`src/rtl/mem_responder.sv`:
```
// Byte-serial memory responder: services one byte/half/word load or store per
// req/ack handshake as single-byte accesses to an 8-bit RAM port.
module mem_responder #(
    parameter int RD_LAT = 2,
    parameter int ADDR_W = 16
) (
    input  logic              clk,
    input  logic              rst,
    input  logic              req,
    input  logic              we,
    input  logic [1:0]        size,
    input  logic              uns,
    input  logic [ADDR_W-1:0] addr,
    input  logic [31:0]       wdata,
    output logic              ack,
    output logic              err,
    output logic [31:0]       rdata,
    output logic              busy,
    output logic [ADDR_W-1:0] ram_addr,
    output logic [7:0]        ram_data,
    output logic              ram_wren,
    output logic              ram_rden,
    input  logic [7:0]        ram_q
);
    localparam logic [2:0] S_IDLE     = 3'd0;
    localparam logic [2:0] S_WR       = 3'd1;
    localparam logic [2:0] S_RD_ISSUE = 3'd2;
    localparam logic [2:0] S_RD_WAIT  = 3'd3;
    localparam logic [2:0] S_RESP     = 3'd4;
    localparam logic [1:0] CNT_LAST   = 2'(RD_LAT - 1);

    logic [2:0]        state_q, state_d;
    logic [1:0]        size_q, size_d;
    logic              uns_q, uns_d;
    logic [ADDR_W-1:0] base_q, base_d;
    logic [31:0]       wdata_q, wdata_d;
    logic [1:0]        idx_q, idx_d;
    logic [1:0]        cnt_q, cnt_d;
    logic [31:0]       ld_q, ld_d;
    logic [31:0]       rdata_q, rdata_d;
    logic              err_q, err_d;
    logic [ADDR_W-1:0] ram_addr_q, ram_addr_d;
    logic [7:0]        ram_data_q, ram_data_d;
    logic              ram_wren_q, ram_wren_d;
    logic              ram_rden_q, ram_rden_d;

    logic [1:0]        idx_inc;
    logic [1:0]        last_idx;
    logic              bad_req;
    logic [31:0]       ld_cap;

    function automatic logic [31:0] extend(input logic [31:0] v, input logic [1:0] sz,
                                           input logic u);
        logic [31:0] r;
        case (sz)
            2'd0:    r = u ? {24'h0, v[7:0]}  : {{24{v[7]}}, v[7:0]};
            2'd1:    r = u ? {16'h0, v[15:0]} : {{16{v[15]}}, v[15:0]};
            default: r = v;
        endcase
        return r;
    endfunction

    always_comb begin
        idx_inc  = idx_q + 2'd1;
        last_idx = (size_q == 2'd2) ? 2'd3 : (size_q == 2'd1) ? 2'd1 : 2'd0;
        bad_req  = (size == 2'd3) || (size == 2'd1 && addr[0]) ||
                   (size == 2'd2 && addr[1:0] != 2'b00);
        ld_cap   = ld_q;
        ld_cap[{idx_q, 3'b000} +: 8] = ram_q;

        state_d    = state_q;
        size_d     = size_q;
        uns_d      = uns_q;
        base_d     = base_q;
        wdata_d    = wdata_q;
        idx_d      = idx_q;
        cnt_d      = cnt_q;
        ld_d       = ld_q;
        rdata_d    = rdata_q;
        err_d      = 1'b0;
        ram_addr_d = ram_addr_q;
        ram_data_d = ram_data_q;
        ram_wren_d = 1'b0;
        ram_rden_d = 1'b0;

        case (state_q)
            S_IDLE: begin
                // Alignment/size check happens on the accepting edge itself.
                if (req) begin
                    size_d  = size;
                    uns_d   = uns;
                    base_d  = addr;
                    wdata_d = wdata;
                    idx_d   = 2'd0;
                    cnt_d   = 2'd0;
                    if (bad_req) begin
                        state_d = S_RESP;
                        err_d   = 1'b1;
                    end else if (we) begin
                        state_d    = S_WR;
                        ram_wren_d = 1'b1;
                        ram_addr_d = addr;
                        ram_data_d = wdata[7:0];
                    end else begin
                        state_d    = S_RD_ISSUE;
                        ram_rden_d = 1'b1;
                        ram_addr_d = addr;
                    end
                end
            end
            S_WR: begin
                if (idx_q == last_idx) begin
                    state_d = S_RESP;
                end else begin
                    idx_d      = idx_inc;
                    ram_wren_d = 1'b1;
                    ram_addr_d = base_q + ADDR_W'(idx_inc);
                    ram_data_d = wdata_q[{idx_inc, 3'b000} +: 8];
                end
            end
            S_RD_ISSUE: begin
                state_d = S_RD_WAIT;
                cnt_d   = 2'd0;
            end
            S_RD_WAIT: begin
                if (cnt_q == CNT_LAST) begin
                    ld_d = ld_cap;
                    if (idx_q == last_idx) begin
                        state_d = S_RESP;
                        rdata_d = extend(ld_cap, size_q, uns_q);
                    end else begin
                        state_d    = S_RD_ISSUE;
                        idx_d      = idx_inc;
                        ram_rden_d = 1'b1;
                        ram_addr_d = base_q + ADDR_W'(idx_inc);
                    end
                end else begin
                    cnt_d = cnt_q + 2'd1;
                end
            end
            S_RESP:  state_d = S_IDLE;
            default: state_d = S_IDLE;
        endcase
    end

    always_ff @(posedge clk) begin
        if (rst) begin
            state_q    <= S_IDLE;
            size_q     <= 2'd0;
            uns_q      <= 1'b0;
            base_q     <= '0;
            wdata_q    <= 32'h0;
            idx_q      <= 2'd0;
            cnt_q      <= 2'd0;
            ld_q       <= 32'h0;
            rdata_q    <= 32'h0;
            err_q      <= 1'b0;
            ram_addr_q <= '0;
            ram_data_q <= 8'h0;
            ram_wren_q <= 1'b0;
            ram_rden_q <= 1'b0;
        end else begin
            state_q    <= state_d;
            size_q     <= size_d;
            uns_q      <= uns_d;
            base_q     <= base_d;
            wdata_q    <= wdata_d;
            idx_q      <= idx_d;
            cnt_q      <= cnt_d;
            ld_q       <= ld_d;
            rdata_q    <= rdata_d;
            err_q      <= err_d;
            ram_addr_q <= ram_addr_d;
            ram_data_q <= ram_data_d;
            ram_wren_q <= ram_wren_d;
            ram_rden_q <= ram_rden_d;
        end
    end

    // Enables are masked by rst so an aborted store writes nothing on the reset edge.
    assign ram_wren = ram_wren_q & ~rst;
    assign ram_rden = ram_rden_q & ~rst;
    assign ram_addr = ram_addr_q;
    assign ram_data = ram_data_q;
    assign ack      = (state_q == S_RESP);
    assign err      = err_q;
    assign busy     = (state_q != S_IDLE);
    assign rdata    = rdata_q;

endmodule

```
`config.mk`:
```
export PLATFORM = sky130hd
export DESIGN_NAME = mem_responder
export DESIGN_NICKNAME = d
export VERILOG_FILES = /design/src/rtl/mem_responder.sv
export SDC_FILE = /design/constraint.sdc
export NUM_CORES = 1
export LEC_CHECK = 0
export BUFFER_PORTS_ARGS = -buffer_cell sky130_fd_sc_hd__buf_2
export CAP_MARGIN = 20
export CORE_MARGIN = 4
export CORE_UTILIZATION = 52
export CTS_BUF_LIST = sky130_fd_sc_hd__clkbuf_8
export DETAILED_ROUTE_END_ITERATION = 10
export PLACE_DENSITY = 0.78
export REMOVE_ABC_BUFFERS = 1
export SYNTH_ARGS = -nofsm -noshare
export SYNTH_HDL_FRONTEND = slang
export SYNTH_SLANG_ARGS = --single-unit
```
`constraint.sdc`:
```
create_clock -name clk -period 2.4 [get_ports clk]
set_clock_uncertainty 0.05 [all_clocks]
set_input_delay 0.24 -clock clk [delete_from_list [all_inputs] [get_ports clk]]
set_output_delay 0.24 -clock clk [all_outputs]
set_load 0.02 [all_outputs]
```
==> results of run 1 <==
==> cells in the mapped netlist (6+ instances only) <==
master | n | area [sq um]
a211o_1 | 9 | 78.83
a211oi_1 | 37 | 277.8
a21oi_1 | 81 | 405.4
a22o_1 | 14 | 122.6
a22oi_1 | 11 | 82.58
a311oi_1 | 10 | 87.58
a32oi_1 | 8 | 70.07
and3_1 | 6 | 37.54
buf_2 | 11 | 55.05
clkbuf_1 | 43 | 161.4
dfxtp_1 | 149 | 2983
ha_1 | 11 | 137.6
inv_1 | 14 | 52.55
mux4_2 | 8 | 180.2
nand2_1 | 165 | 619.3
nand3_1 | 6 | 30.03
nand4_1 | 7 | 43.79
nor2_1 | 105 | 394.1
nor2b_1 | 21 | 131.4
nor3_1 | 14 | 70.07
o21ai_0 | 13 | 65.06
xnor2_1 | 6 | 52.55
xor2_1 | 10 | 87.58
==> sequential cells by signal, indices dropped and copies added, names as in the netlist, 2 cells and up <==
| signal | cells |
|---|---|
| ram_addr | 16 |
| state_q | 3 |
| cnt_q | 2 |
| ram_data | 8 |
| base_q | 16 |
| rdata | 32 |
| ld_q | 32 |
| size_q | 2 |
| wdata_q | 32 |
| idx_q | 2 |
==> kinds of logic (layout without fill, tap and decap cells) <==
| kind of cell | after synthesis | after routing |
|---|---|---|
| buf+inv | 75 | 258 |
| fa+ha+maj | 12 | 12 |
| flops | 149 | 149 |
| compound gates | 210 | 210 |
| simple gates | 344 | 344 |
| mux | 12 | 12 |
| xor+xnor | 16 | 16 |
==> worst max-delay path by stage <==
| stage | slack (ns) | endpoint | from | depth (start not counted) |
|---|---|---|---|---|
| after global routing | 0.0003 | rdata[20]$_SDFFE_PP0P_ | idx_q[1]$_SDFFE_PP0P_ | 9 |
| final | 0.12 | ram_addr[15]$_SDFFE_PP0P_ | idx_q[0]$_SDFFE_PP0P_ | 8 |
| after CTS | 0.09 | ram_addr[15]$_SDFFE_PP0P_ | idx_q[0]$_SDFFE_PP0P_ | 8 |
| after global placement | 0.15 | ram_addr[15]$_SDFFE_PP0P_ | idx_q[0]$_SDFFE_PP0P_ | 8 |
| after detailed placement | 0.1 | ram_addr[15]$_SDFFE_PP0P_ | idx_q[0]$_SDFFE_PP0P_ | 8 |
| after floorplan | -1.03 | ram_addr[15]$_SDFFE_PP0P_ | state_q[1]$_SDFFE_PP0P_ | 5 |
==> per-layer routing <==
metal / vias to the layer above / global-route usage / part of all wire / wire (microns)
met5: - / 0 / 0 / 0
met4: 0 / 0.09944 / 0.020 / 353
met3: 34 / 0.06082 / 0.065 / 1162
met2: 224 / 0.3912 / 0.47 / 8299
met1: 2959 / 0.3254 / 0.45 / 8005
li1: 3201 / - / - / -
==> tightest hold or removal path, stage by stage <==
cell and delay, ns:
buf_2 0.10, nand2_1 0.09, a21oi_1 0.07
==> power by group <==
group	switching, uW	internal [uW]	total, uW
sequential	133	2650	2780
combinational	846	549	1400
clock	871	926	1800
total	1850	4120	5970
==> cell type report <==
class	instances	area (sq um)	area share
tap	172	215.2	0.02505
multi-input combinational	594	3521	0.4098
sequential	149	2983	0.3472
clock inverter	8	60.06	0.006991
inverter	16	60.06	0.006991
clock buffer	22	302.8	0.03525
timing repair buffer	212	1449	0.1687
==> metrics by stage <==
stage                     setup WS, ns  cell area, sq um  TNS (ns)
after floorplan                 -1.026              6504    -67.14
after global placement          0.1504              7684         0
after detailed placement       0.09656              7684         0
after CTS                      0.09035              8547         0
after global routing         0.0003226              8591         0
final                           0.1209              8591         0
==> timing repair <==
| item | 4_1_cts | 5_1_grt |
|---|---|---|
| hold buffers | 50 | 0 |
| endpoints found under the hold margin | 50 | 0 |
| resized for setup | 0 | 9 |
| setup endpoints to repair | 0 | 30 |
==> summary.md, run 1 <==
| Metric | Value |
|---|---|
| Status | `finished clean` |
| Drt drc | `0` |
| Leakage | `0.003379 uW` |
| Share of cells above drive strength 1 | `0.2158` |
| Synth Flop Type | `dfxtp_1` |
| Synthesized area per cell | `8.252 sq um` |
| Placer Congestion | `0.8654` |
| VDD IR max | `0.4216 mV` |
| Most frequent cells in the layout | `nand2_1 (164), dfxtp_1 (149), buf_2 (122), nor2_1 (105), a21oi_1 (81)` |
| Max Freq | `0.4388 GHz` |
| Total gr overflow | `0` |
| Cell variety after synth | `59` |
| Initial antenna violation count | `0` |
| IO Pins | `124` |
| Worst R2R Path Depth | `8` |
| R2R Setup Slk | `0.12 ns` |
| Global-route wire length before repair | `29570 microns` |
| Num rows | `41` |
| Final Cycle Share | `0.9496` |
| Largest family of logic cells by synthesized area | `simple AND/OR/NAND/NOR gates` |
| Deepest clock path buffer count | `2` |
| CP dominant cell by count | `ha_1` |
| Reg clk slew, reported paths | `0.08 ns` |
| Post-synth EDFFs | `0` |
| WP buf/inv | `1` |
| Number of H-tree levels | `4` |
| Die area | `14870 sq um` |
| Number of fill cells | `1088` |
| TritonCTS Buffers | `17` |
| TritonRoute pass-1 iters | `5` |
| Final setup fails | `0` |
| Die H | `121.9 microns` |
| Worst EP required | `2.69 ns` |
| Die width | `121.9 microns` |
| Post-synthesis adder-cell area fraction | `0.02335` |
| RSZ-0062 raised after global routing | `no` |
| Final ANT Viol Nets | `0` |
| Tot GR Track Use | `0.2471` |
| Core area | `12670 sq um` |
| HP Class | `primary input to register` |
| Number of DRC markers in iteration 0 | `460` |
| Area delta synth->final | `27.27%` |
| Startpoint types | `register` |
| WHS Endpoint | `base_q[7]$_SDFFE_PP0P_` |
| Worst-path fanout max | `5` |
| Pin count of the biggest net entering global routing | `64` |
| Clock Tree Root | `clkbuf_8` |
| CP max stage delay | `0.35 ns` |
| CP arrival | `2.56 ns` |
| Final WL | `17820 microns` |
| TritonCTS clock tree | `built` |
| Syn Inst Count | `818` |
| Actual slew at the worst max-slew pin | `0.7081 ns` |
| WHS | `0.04108 ns` |
| Register area share after synthesis | `0.4419` |
| Routed WL per cell | `15.19 microns` |
| Tot Pwr | `5974 uW` |
| Initial Util | `0.5327` |
| Reg-to-Reg Start | `idx_q[0]$_SDFFE_PP0P_` |
| Crit end category | `register` |
| Slowest CP cell | `ha_1` |
| Final Hold Fails | `0` |
| Mux cell area share after synthesis | `0.03281` |
| Cell Pwr Density | `695.4 nW/um^2` |
| Critical path class | `register to register` |
| Via count | `6418` |
| Post-DP HPWL | `11570 microns` |
| Final core utilization | `0.6780` |
| Hold Crit Start | `addr[7]` |
| Via count of the first global-routing pass | `6166` |
| Layout Nets | `1065` |
| Seq cells post-synth | `149` |
| Antenna cells | `0` |
| Latest clock arrival within the worst-skew pair | `0.45 ns` |
| CP Cell Sequence | `inv_1, ha_1, ha_1, a21o_1, and3_1, a41o_1, a2111oi_2, nor3_1` |
| Crit-path leading delay family | `compound AO/OA/AOI/OAI gates` |
| Yosys Warn Count | `0` |
| Post-synth ARST share | `0` |
| Clk sinks | `149` |
| Placed cell count | `1093` |
| End of the worst register-to-register path | `ram_addr[15]$_SDFFE_PP0P_` |
| Vias/cell | `5.471` |
| Most common cell after layout, fill and taps aside | `nand2_1` |
| Post-synthesis compound-gate area fraction | `0.2141` |
| Maximum Capacitance Violations | `0` |
| Cell area after synthesis | `6750 sq um` |
| Non-filler cells, final | `1173` |
| Simple-gate share of the synthesized area | `0.2217` |
| Hold path depth | `3` |
| Fin. max-slew vios | `0` |
| Xor and xnor area share after synthesis | `0.02076` |
| Worst rel slew slack | `0.5280` |
| Setup Buffers After CTS | `0` |
| Tmin final | `2.279 ns` |
| Port bufs | `123` |
(Power assumes the default switching activity.)
==> run 2, diff against run 1 <==
--- a/config.mk
+++ b/config.mk
@@ -11,6 +11,7 @@
 export CORE_UTILIZATION = 52
 export CTS_BUF_LIST = sky130_fd_sc_hd__clkbuf_8
 export DETAILED_ROUTE_END_ITERATION = 10
+export GPL_TIMING_DRIVEN = 0
 export PLACE_DENSITY = 0.78
 export REMOVE_ABC_BUFFERS = 1
 export SYNTH_ARGS = -nofsm -noshare
==> summary.md, run 2 (synthesis gave the netlist of run 1 again) <==
| Metric | Value |
|---|---|
| Area delta synth->final | `27.97%` |
| Global-route wire length before repair | `28700 microns` |
| Die width | `121.9 microns` |
| Via count | `6387` |
| Final Hold Fails | `0` |
| TritonCTS clock tree | `built` |
| Number of DRC markers in iteration 0 | `486` |
| Final WL | `17740 microns` |
| WP buf/inv | `1` |
| Non-filler cells, final | `1156` |
| Layout Nets | `1046` |
| Worst-path fanout max | `6` |
| Total gr overflow | `0` |
| Initial Util | `0.5327` |
| Clk pwr share | `0.324` |
| Critical path class | `register to register` |
| Internal power | `4279 uW` |
| Post-DP HPWL | `11080 microns` |
| Status | `finished clean` |
| HP Class | `primary input to register` |
| P_sw | `1872 uW` |
| Crit-path leading delay family | `compound AO/OA/AOI/OAI gates` |
| Slowest CP cell | `dfxtp_2` |
| Drt drc | `0` |
| Antenna cells | `0` |
| Seq pwr share | `0.455` |
| Vias/cell | `5.525` |
| Max Freq | `0.4344 GHz` |
| Most common cell after layout, fill and taps aside | `nand2_1` |
| Via count of the first global-routing pass | `5918` |
| Final ANT Viol Nets | `0` |
| Worst rel slew slack | `0.2590` |
| Core area | `12670 sq um` |
| Crit end category | `register` |
| Num rows | `41` |
| Placer Congestion | `0.7895` |
| Startpoint types | `register` |
| Routed WL per cell | `15.35 microns` |
| Final setup fails | `0` |
| Leakage | `0.003353 uW` |
| Placed cell count | `1062` |
| Worst EP required | `2.68 ns` |
| Most frequent cells in the layout | `nand2_1 (164), dfxtp_1 (145), buf_2 (122), nor2_1 (105), a21oi_1 (81)` |
| VDD IR max | `0.5567 mV` |
| TritonCTS Buffers | `17` |
| Fin. max-slew vios | `0` |
| Comb pwr share | `0.220` |
| Setup_tns | `0 ns` |
| Tmin final | `2.302 ns` |
| CP arrival | `2.58 ns` |
| CP max stage delay | `0.39 ns` |
| Clk sinks | `149` |
| R2R Setup Slk | `0.1 ns` |
| Switching share of power | `0.3043` |
| Actual slew at the worst max-slew pin | `1.107 ns` |
| Cell Pwr Density | `712.1 nW/um^2` |
| Maximum Capacitance Violations | `0` |
| Clock Tree Root | `clkbuf_8` |
| Seq. cell area | `2993 sq um` |
| Port bufs | `123` |
| IO Pins | `124` |
| TritonRoute pass-1 iters | `6` |
| Tot GR Track Use | `0.2403` |
| Final Cycle Share | `0.9593` |
| Number of fill cells | `1018` |
| Reg clk slew, reported paths | `0.08 ns` |
| Initial antenna violation count | `0` |
| Pin count of the biggest net entering global routing | `83` |
| Number of H-tree levels | `4` |
| Die area | `14870 sq um` |
| Area occupied by multi-input gates | `3568 sq um` |
| Latest clock arrival within the worst-skew pair | `0.45 ns` |
| Deepest clock path buffer count | `2` |
| CP Cell Sequence | `inv_1, ha_4, ha_1, a21o_1, and3_1, a41o_1, a2111oi_2, nor3_1` |
| Share of cells above drive strength 1 | `0.2134` |
| Die H | `121.9 microns` |
==> run 2: cell count changes in the layout (fill, tap and decap cells not counted), moves of 3 or more <==
cell / change
buf_4: -27
buf_8: +4
dfxtp_1: -4
clkinv_2: +3
clkinvlp_4: +3
inv_1: -3
==> run 2: worst register-to-register path, stage by stage, from the launching register on <==
cell and delay, ns:
dfxtp_2 0.39, inv_1 0.13, ha_4 0.29, ha_1 0.29, a21o_1 0.21, and3_1 0.22
a41o_1 0.24, a2111oi_2 0.29, nor3_1 0.08
==> run 2: worst paths after layout <==
check | startpoint | end | cells past startpoint
setup / recovery | idx_q[1]$_SDFFE_PP0P_ | ram_addr[15]$_SDFFE_PP0P_ | 8
hold reg to reg | ram_addr[13]$_SDFFE_PP0P_ | ram_addr[13]$_SDFFE_PP0P_ | 2
hold / removal | addr[7] | base_q[7]$_SDFFE_PP0P_ | 3
setup reg to reg | idx_q[1]$_SDFFE_PP0P_ | ram_addr[15]$_SDFFE_PP0P_ | 8
==> run 2: layout make-up <==
cell class              instances  area share
clock buffers                  20     0.03187
clock inverters                12     0.01564
inverters                      16    0.007822
multi-input cells             594      0.4131
flip-flops and latches        149      0.3465
well taps                     172     0.02491
repair buffers                193      0.1602
==> run 2: metal layers <==
layer  track usage  vias to the layer above  wire [microns]
met4       0.08123                        0             269
li1              -                     3166               -
met1        0.3233                     2967            7694
met5             0                        -               0
met3       0.05478                       29            1319
met2        0.3833                      225            8456
==> run 2: power groups by stage <==
stage	registers (uW)	clock network (uW)	logic (uW)
2_1_floorplan	2900	0	678
3_3_place_gp	2850	0	1120
3_5_place_dp	2860	0	1200
4_1_cts	2800	2030	1320
5_1_grt	2820	2130	1490
6_report	2800	1990	1360
==> run 2: per-stage QoR <==
| step | power, uW | worst slack [ns] | hold WS [ns] | utilization | instance area (sq um) |
|---|---|---|---|---|---|
| after floorplan | 3580 | -1.026 | 0.2591 | - | 6504 |
| after global placement | 3974 | -2.603 | 0.3893 | 0.5788 | 7335 |
| after detailed placement | 4060 | -2.029 | 0.3934 | 0.5918 | 7498 |
| after CTS | 6143 | 0.004342 | 0.01466 | 0.6756 | 8561 |
| after global routing | 6447 | -0.006921 | 0.02946 | 0.6817 | 8638 |
| final | 6152 | 0.09773 | 0.03264 | 0.6817 | 8638 |
==> run 2: repair_timing <==
| item | 4_1_cts | 5_1_grt |
|---|---|---|
| buffers inserted | 10 | 2 |
| hold buffers | 50 | 0 |
| gates resized for setup | 15 | 14 |
| pin swaps | 4 | 1 |
| endpoints found under the hold margin | 50 | 0 |
| endpoints found under the setup margin | 92 | 46 |
==> run 3, diff against run 2 <==
--- a/config.mk
+++ b/config.mk
@@ -7,6 +7,7 @@
 export LEC_CHECK = 0
 export BUFFER_PORTS_ARGS = -buffer_cell sky130_fd_sc_hd__buf_2
 export CAP_MARGIN = 20
+export CORE_ASPECT_RATIO = 1.75
 export CORE_MARGIN = 4
 export CORE_UTILIZATION = 52
 export CTS_BUF_LIST = sky130_fd_sc_hd__clkbuf_8
==> summary.md, run 3 (synthesis gave the netlist of run 1 again) <==
| Metric | Value |
|---|---|
| Via count of the first global-routing pass | `6321` |
| Global-route wire length before repair | `30000 microns` |
| Actual slew at the worst max-slew pin | `1.003 ns` |
| Deepest clock path buffer count | `2` |
| Layout Nets | `1049` |
| Critical path startpoint | `idx_q[0]$_SDFFE_PP0P_` |
| Internal power | `4313 uW` |
| Initial antenna violation count | `0` |
| CP max stage delay | `0.36 ns` |
| P_sw | `1945 uW` |
| Total gr overflow | `0` |
| Tmin final | `2.305 ns` |
| Latest clock arrival within the worst-skew pair | `0.44 ns` |
| Port bufs | `123` |
| Critical path class | `register to register` |
| Routed WL per cell | `15.65 microns` |
| Slowest CP cell | `dfxtp_4` |
| Final ANT Viol Nets | `0` |
| Die width | `94.13 microns` |
| Final Hold Fails | `0` |
| Most common cell after layout, fill and taps aside | `nand2_1` |
| Max Freq | `0.4339 GHz` |
| Switching share of power | `0.3108` |
| Leakage | `0.003365 uW` |
| Clock Tree Root | `clkbuf_8` |
| Final Cycle Share | `0.9603` |
| Area delta synth->final | `28.56%` |
| Tot GR Track Use | `0.2479` |
| Clk pwr share | `0.331` |
| Fin. max-slew vios | `0` |
| Worst EP required | `2.67 ns` |
| Placer Congestion | `0.8119` |
| IO Pins | `124` |
| HP Class | `primary input to register` |
| Setup WS post-layout | `0.09537 ns` |
| Final WL | `18080 microns` |
| Post-DP HPWL | `11840 microns` |
| Via count | `6457` |
| Die area | `14940 sq um` |
| TritonRoute pass-1 iters | `5` |
| CP Cell Sequence | `clkinvlp_4, ha_4, ha_1, a21o_1, and3_1, a41o_1, a2111oi_4, nor3_1` |
| Worst slack at placement | `-1.934 ns` |
| Pin count of the biggest net entering global routing | `90` |
| Status | `finished clean` |
| Maximum Capacitance Violations | `0` |
| Share of cells above drive strength 1 | `0.2249` |
| Most frequent cells in the layout | `nand2_1 (164), dfxtp_1 (144), buf_2 (122), nor2_1 (104), a21oi_1 (81)` |
| Tot Pwr | `6257 uW` |
| TritonCTS Buffers | `17` |
| Drt drc | `0` |
| Initial Util | `0.5371` |
| Crit end category | `register` |
| Seq pwr share | `0.447` |
| Antenna cells | `0` |
| Number of H-tree levels | `4` |
| Worst rel slew slack | `0.3285` |
| TritonCTS clock tree | `built` |
| Reg clk slew, reported paths | `0.08 ns` |
| Hold Crit Start | `wdata[1]` |
| Clk sinks | `149` |
| Comb pwr share | `0.222` |
| Number of DRC markers in iteration 0 | `272` |
| Cell Pwr Density | `721.0 nW/um^2` |
| Final setup fails | `0` |
| Startpoint types | `register` |
| Worst-path fanout max | `5` |
| CP arrival | `2.57 ns` |
| Core area | `12570 sq um` |
| Reg-to-Reg Start | `idx_q[0]$_SDFFE_PP0P_` |
| Die H | `158.7 microns` |
| VDD IR max | `0.5260 mV` |
| Vias/cell | `5.590` |
| Num rows | `54` |
[run 3: changes by cell type in the layout (fill, tap and decap cells not counted), sizes merged]
| cell | previous run | this run |
|---|---|---|
| clkinvlp | 3 | 2 |
| dlygate4sd3 | 50 | 46 |
| buf | 143 | 149 |
| inv | 15 | 16 |
| nor3 | 15 | 16 |
[run 3: stage by stage]
stage	area (sq um)	cells	hold WS [ns]	utilization	TNS, ns
after floorplan	6504	759	0.2591	-	-67.14
after global routing	8678	1155	0.01442	0.6906	-0.001816
after global placement	7330	1050	0.3881	0.5832	-230.02
after detailed placement	7497	1059	0.3914	0.5966	-113.17
final	8678	1155	0.004925	0.6906	0
after CTS	8606	1153	0.00009176	0.6848	0
[run 3: area by class of cell]
cell class / instances / area [sq um]
clock buffer: 20 / 275.3
timing repair buffer: 195 / 1371
fill: 1014 / 3889
inverter: 16 / 63.81
multi-input combinational: 595 / 3612
sequential: 149 / 2994
tap: 168 / 210.2
clock inverter: 12 / 151.4
[run 3: final timing paths]
path                                                   to  slack, ns  cells after the start
worst max-delay path            ram_addr[15]$_SDFFE_PP0P_        0.1                      8
worst min-delay path              wdata_q[1]$_SDFFE_PP0P_      0.005                      3
worst max register to register  ram_addr[15]$_SDFFE_PP0P_        0.1                      8
worst min register to register   ram_addr[7]$_SDFFE_PP0P_       0.40                      2
[run 3: worst max-delay path: cells and delay by family, from the launching register on]
family / cells / cell delay (ns)
compound gates: 3 / 0.78
fa+ha+maj: 2 / 0.56
buf+inv: 1 / 0.12
flops: 1 / 0.36
simple gates: 2 / 0.31
[run 3: power groups by stage]
stage	clock network (uW)	registers (uW)	logic, uW
finish	2070	2800	1390
global route	2190	2820	1520
CTS	2100	2790	1360
detailed placement	0	2860	1210
global placement	0	2860	1120
floorplan	0	2900	678
[run 3: what timing repair did]
| action | 4_1_cts | 5_1_grt |
|---|---|---|
| pin swaps | 5 | 1 |
| resized for setup | 20 | 13 |
| buffers inserted | 15 | 2 |
| hold buffers | 46 | 0 |
| gates cloned | 1 | 0 |
| setup endpoints to repair | 92 | 39 |
| hold endpoints to repair | 46 | 0 |
[run 3: per-layer routing]
metal,vias to the layer above,track usage,part of all wire
met4,0,0.1170,0.045
met1,3030,0.2750,0.38
met5,-,0,0
li1,3184,-,-
met2,183,0.4416,0.53
met3,60,0.05019,0.049
